**config.mk**
```make
export PLATFORM = sky130hd
export DESIGN_NAME = pipe_stage_reg
export DESIGN_NICKNAME = d
export VERILOG_FILES = /design/src/rtl/pipe_stage_reg.sv
export SDC_FILE = /design/constraint.sdc
export NUM_CORES = 1
export LEC_CHECK = 0
export ABC_AREA = 1
export CORE_MARGIN = 3
export CORE_UTILIZATION = 42
export DETAILED_ROUTE_END_ITERATION = 16
export GPL_ROUTABILITY_DRIVEN = 0
export HOLD_SLACK_MARGIN = 0.02
export PLACE_DENSITY = 0.8
export SYNTH_ARGS = -nofsm -noshare
export SYNTH_HDL_FRONTEND = slang
export SYNTH_SLANG_ARGS = --single-unit
```
**constraint.sdc**
```tcl
create_clock -name clk -period 1.9 [get_ports clk]
set_clock_uncertainty 0.05 [all_clocks]
set_input_delay 0.475 -clock clk [delete_from_list [all_inputs] [get_ports clk]]
set_output_delay 0.475 -clock clk [all_outputs]
set_load 0.02 [all_outputs]
```
**src/rtl/pipe_stage_reg.sv**
```systemverilog
// Pipeline register chain for the MIPS core. Moves a data/control bundle with a
// per-stage valid bit, and supports stall, flush, kill-all and a bubble counter.
module pipe_stage_reg #(
  parameter int unsigned DATA_W = 32,
  parameter int unsigned CTRL_W = 16,
  parameter int unsigned DEPTH  = 1,
  parameter logic [CTRL_W-1:0] KILL_MASK = {CTRL_W{1'b1}},
  parameter int unsigned CNT_W  = 16
) (
  input  logic              clk,
  input  logic              reset,
  input  logic              stall_in,
  input  logic              flush_in,
  input  logic              kill_all_in,
  input  logic              valid_in,
  input  logic [DATA_W-1:0] data_in,
  input  logic [CTRL_W-1:0] ctrl_in,
  output logic              valid_out,
  output logic [DATA_W-1:0] data_out,
  output logic [CTRL_W-1:0] ctrl_out,
  output logic [2:0]        occupancy,
  output logic [CNT_W-1:0]  bubble_cnt
);

  localparam int unsigned     OCC_W   = 3;
  localparam logic [CNT_W-1:0] BUB_MAX = '1;

  logic [DEPTH-1:0]  stg_valid;
  logic [DATA_W-1:0] stg_data [DEPTH];
  logic [CTRL_W-1:0] stg_ctrl [DEPTH];
  logic [OCC_W-1:0]  occ_q;
  logic [CNT_W-1:0]  bub_q;

  logic [DEPTH-1:0]  nxt_valid;
  logic [DATA_W-1:0] nxt_data [DEPTH];
  logic [CTRL_W-1:0] nxt_ctrl [DEPTH];
  logic [OCC_W-1:0]  nxt_occ;
  logic [CNT_W-1:0]  nxt_bub;
  logic              cap_valid;

  // Next-state of every stage: kill beats stall beats flush beats advance.
  always_comb begin
    nxt_valid = stg_valid;
    nxt_data  = stg_data;
    nxt_ctrl  = stg_ctrl;
    nxt_bub   = bub_q;
    cap_valid = valid_in & ~flush_in;

    if (kill_all_in) begin
      for (int k = 0; k < DEPTH; k++) begin
        nxt_valid[k] = 1'b0;
        nxt_ctrl[k]  = stg_ctrl[k] & ~KILL_MASK;
      end
    end else if (!stall_in) begin
      for (int k = 1; k < DEPTH; k++) begin
        nxt_valid[k] = stg_valid[k-1];
        nxt_data[k]  = stg_data[k-1];
        nxt_ctrl[k]  = stg_ctrl[k-1];
      end
      // Any non-valid capture (bubble or idle slot) carries masked controls.
      nxt_valid[0] = cap_valid;
      nxt_data[0]  = data_in;
      nxt_ctrl[0]  = cap_valid ? ctrl_in : (ctrl_in & ~KILL_MASK);
      if (flush_in && (bub_q != BUB_MAX)) begin
        nxt_bub = bub_q + CNT_W'(1);
      end
    end
  end

  // Occupancy is registered alongside the stages, so count the next valid bits.
  always_comb begin
    nxt_occ = '0;
    for (int k = 0; k < DEPTH; k++) begin
      nxt_occ = nxt_occ + OCC_W'(nxt_valid[k]);
    end
  end

  always_ff @(posedge clk) begin
    if (reset) begin
      stg_valid <= '0;
      for (int k = 0; k < DEPTH; k++) begin
        stg_data[k] <= '0;
        stg_ctrl[k] <= '0;
      end
      occ_q <= '0;
      bub_q <= '0;
    end else begin
      stg_valid <= nxt_valid;
      stg_data  <= nxt_data;
      stg_ctrl  <= nxt_ctrl;
      occ_q     <= nxt_occ;
      bub_q     <= nxt_bub;
    end
  end

  assign valid_out  = stg_valid[DEPTH-1];
  assign data_out   = stg_data[DEPTH-1];
  assign ctrl_out   = stg_ctrl[DEPTH-1];
  assign occupancy  = occ_q;
  assign bubble_cnt = bub_q;

endmodule

```
======== Yosys cells after proc, flatten, opt, wreduce, memory -nomap -nowiden ========
Index checks and enable logic that the tools add are counted.
W data, S select, Z words.
word-level totals
  output and inout port bits .............. 68
  word-level logic and storage cells ...... 18
  bits in writable memories ............... 0
  latch bits .............................. 0
  memories kept ........................... 0
  ROM bits ................................ 0
  register bits after elaboration ......... 67
  bits of input ports ..................... 54
operators by class
  shift operators ......................... 0
  bitwise logic cells ..................... 4
  mux-type cells .......................... 3
  equality and inequality tests ........... 1
  reductions and logical operators ........ 4
  multiply operators ...................... 0
  add/sub/neg operators ................... 1
  divide/modulo/power cells ............... 0
  $lt $le $gt $ge ......................... 0
operator list
  operator                 count
  $add A16 B1 Y16 const B  1
  $mux W16                 1
  $ne A16 B16 Y1 const B   1
  $not A1 Y1               3
  $reduce_and A3 Y1        1
  $mux W1                  2
  $reduce_and A2 Y1        1
  $reduce_or A2 Y1         1
  $and A1 B1 Y1            1
  $logic_and A1 B1 Y1      1

======== Longest topological paths before layout ========
  depth after elaboration ................. 4
  gate-level depth with buffers ........... 11
  gate-level depth less buffers ........... 10

======== Worst setup path after synthesis ========
Ideal clock, no wire load.
  kind .................................... reg2reg
  from .................................... reg bub_q[0], in the netlist bubble_cnt[0]
  to ...................................... reg bub_q[4], in the netlist bubble_cnt[4]
  buffers on the path ..................... 2
  setup slack ............................. 0.201 ns
  period minus slack after synthesis ...... 1.699 ns
  arrival ................................. 1.588 ns
  cell stages (with the launch flop) ...... 12
  setup time .............................. 0.062 ns
  data required time ...................... 1.788 ns
  path through ............................ dfxtp_1 -> ha_1 -> nand2_1 -> nor2_2 -> nand2_2 -> nor2_1 -> nor2_1 -> buf_6 -> buf_6 -> nand3_1 -> nand2_1 -> nor2_2
between the ends
  longest elaborated chain between the ends .. 3
  elaborated cells between the ends (all ways) .. 4
  classes of those cells .................. add/sub (1); eq/ne (1); reduce/logical (2)
ends and longest elaborated chain
  what                                                     RTL line  source
  start, declared                                          32        logic [CNT_W-1:0] bub_q;
  start signal, assigned                                   92        bub_q <= nxt_bub;
  branches (longest 3 deep; another with $add A16 B1 Y16)  n/a
Several ways; the timed one is not identified.
A chain may end at the register's enable or synchronous reset.

======== Worst setup path after layout ========
  from .................................... reg stg_data, in the netlist data_out[9]
  to ...................................... out data_out[9]
RTL lines
  what                    RTL line  source
  start, declared         29        logic [DATA_W-1:0] stg_data [DEPTH];
  start signal, assigned  89        stg_data <= nxt_data;
  end, declared           19        output logic [DATA_W-1:0] data_out,
No word-level cell between the ends.

==> flow_metrics.py <==
metrics = {
    "grt": {
        "antenna_found_initial": 0,
        "grt_start_max_net_pins": 33,
        "gr-total-overflow": 0,
        "grt_pass1_wl_mm": 12.4,
        "grt_pass1_vias": 2746,
        "grt_usage": 0.204,
    },
    "routing": {
        "ant_nets": 0,
        "wl_per_cell_um": 12.8,
        "remaining_drc_errors": 0,
        "drt_iter0_markers": 178,
        "drt-pass1-iter-count": 6,
        "num_vias": 2943,
        "drt-vias-per-instance": 4.91,
        "drt_wl_total_mm": 7.70,
    },
    "logic_synthesis": {
        "ys_ff_latch": 65,
        "async_flop_share": 0,
        "synth_top_area_cell": "dfxtp_1",
        "yosysTopAreaCellShare": 0.467,
        "syn_area_um2": 2790,
        "synth_edf_count": 0,
        "ys_top_cells_by_count": "nor2_1 (89), nand2_1 (73), dfxtp_1 (65)",
        "synthTopCellsByArea": "dfxtp_1 (47%), nor2_1 (12%), nand2_1 (9.8%)",
        "synth.distinct_cells": 24,
        "yosys.cell_count.top_type": "nor2_1",
        "ys_seq_area_frac": 0.467,
        "ys.flop_type": "dfxtp_1",
        "avgSynthCellArea_um2": 7.03,
        "ys.warnings.count": 0,
        "syn_inst": 397,
    },
    "floorplan": {
        "die-area_um2": 7650,
        "fp.dieW_um": 87.5,
        "coreArea_um2": 6390,
        "die_y_um": 87.5,
        "start_util": 0.437,
        "io_pins": 122,
        "rows": 29,
    },
    "power": {
        "peakVddDrop_v": 0.000591,
        "power.density_nw_per_um2": 754,
        "p_leak_nw": 1.83,
    },
    "worst_setup_path": {
        "arrival_ns": 1.32,
        "r2r_slack_ns": 0.20,
        "worstSetupStartpointType": "register",
        "worstPathCellList": "clkdlybuf4s50_1",
        "worst_setup_path_end_kind": "primary output",
        "cp.required_ns": 1.37,
        "cp_slowest_cell": "clkdlybuf4s50_1",
        "critPathBufInv": 1,
        "slowest_delay_ns": 0.63,
        "path_class": "reg -> out",
        "cp_top_family": "buffers and inverters",
        "crit_fanout": 2,
    },
    "sta": {
        "slew_violations": 0,
        "hold_violations": 0,
        "finalCritPeriodShare": 0.970,
        "fin_crit_ns": 1.84,
        "rsz0062_at_grt": "no",
        "setup_violations": 0,
        "clock.fmax_mhz": 543,
        "timing.setup.tns_ns": 0,
        "fin_hold_ws_ns": 0.418,
    },
    "layout": {
        "register_area_um2": 1300,
        "drive_above_1_share": 0.0956,
        "area_growth_syn_to_layout_pct": 54.0,
        "multiInputGateArea_um2": 1230,
        "fillers": 576,
        "layoutNonFillerInstCount": 600,
        "final_nets": 573,
        "antenna_cells": 0,
    },
    "clocking": {
        "clockBufferDepth": 2,
        "htree_levels": 3,
        "cts.reportedPaths.clkPinSlew_ns": 0.08,
        "insertion_delay_ns": 0.34,
        "cts_tree": "done",
        "cts.sink_count": 65,
        "cts_buffers": 9,
        "cts_hold_buf": 0,
        "cts_setup_buffers": 0,
        "cts_root_buf": "clkbuf_8",
        "cts_resized": 11,
    },
    "placed_design": {
        "place_hpwl_mm": 5.46,
        "dp_cells": 584,
        "port_buffers": 119,
    },
    "run_status": {
        "status": "complete, no violations",
    },
    "worst_hold_path": {
        "hp-class": "reg -> reg",
    },
    "run": {
        "drv_cap": 0,
    },
}
[worst register-to-register path, stage by stage, from the launching register on]
cell and delay, ns:
dfxtp_1 0.38, ha_1 0.21, nand2_1 0.08, nor2_2 0.16, nand2_2 0.10, nor2_1 0.11, nor2_1 0.06, buf_4 0.19
nand2_1 0.12, nand2_1 0.06, inv_1 0.05, nor2_1 0.04
[layout by cell type, fill, tap and decap left out, drive strengths merged]
cell type      count
conb               2
nand3             22
bufinv             2
clkbuf            10
or2                1
buf               16
o21ai             32
dlygate4sd2       11
xnor2              1
clkinvlp           1
nor2              98
dfxtp             65
nand4             17
clkdlybuf4s50    105
inv               35
clkinv             4
a21oi             22
dlymetal6s2s       3
ha                 1
nor3               1
nand2             74
[sequential cells by signal, indices dropped and copies added, names as in the netlist]
| signal | flops |
|---|---|
| data_out | 32 |
| ctrl_out | 16 |
| bubble_cnt | 16 |
| occupancy | 1 |
[where the power goes]
group,total (mW),internal (mW),switching [mW]
sequential,1.44,1.41,0.0289
clock,1.33,0.779,0.551
combinational,0.464,0.236,0.229
[cell families (layout without fill, tap and decap cells)]
kind of cell	after synthesis	in the layout	synth area share
flip-flops	65	65	0.467
XOR/XNOR	1	1	0.00314
other	1	2	0.00134
adder cells (fa/ha/maj)	1	1	0.00449
AO/OA/AOI/OAI	54	54	0.0969
AND/OR/NAND/NOR	213	213	0.333
buffers and inverters	62	187	0.0947
[through the flow]
stage	total power [mW]	setup WS, ns	utilization	area [µm²]
3_3_place_gp	1.93	0.0266	0.638	4070
3_5_place_dp	1.94	-0.00328	0.638	4070
6_report	3.24	0.0577	0.672	4290
5_1_grt	3.37	0.00487	0.672	4290
4_1_cts	3.27	0.00399	0.671	4290
2_1_floorplan	1.68	0.201	-	2790
[path summary, 6_finish.rpt]
check,from,end,depth (start not counted)
worst min-delay path,ctrl_out[11]$_SDFFE_PP0N_,ctrl_out[11]$_SDFFE_PP0N_,2
worst max register to register,bubble_cnt[1]$_SDFFE_PP0P_,bubble_cnt[0]$_SDFFE_PP0P_,11
worst min register to register,ctrl_out[11]$_SDFFE_PP0N_,ctrl_out[11]$_SDFFE_PP0N_,2
worst max-delay path,data_out[9]$_SDFFE_PP0P_,data_out[9],1
[per-layer routing]
metal	track usage	vias to the layer above	routed length, µm
met5	0	-	0
met4	0.102	0	191
met3	0.0634	17	626
met2	0.329	111	3650
met1	0.243	1322	3240
li1	-	1493	-
[area by class of cell]
| class | count | share of cell area |
|---|---|---|
| Timing Repair Buffer | 135 | 0.304 |
| Sequential cell | 65 | 0.303 |
| Clock buffer | 10 | 0.0321 |
| Clock inverter | 6 | 0.0210 |
| Tap cell | 77 | 0.0224 |
| Inverter | 36 | 0.0315 |
| Multi-Input combinational cell | 271 | 0.286 |
No activity file was read; power rests on OpenSTA's default activity.
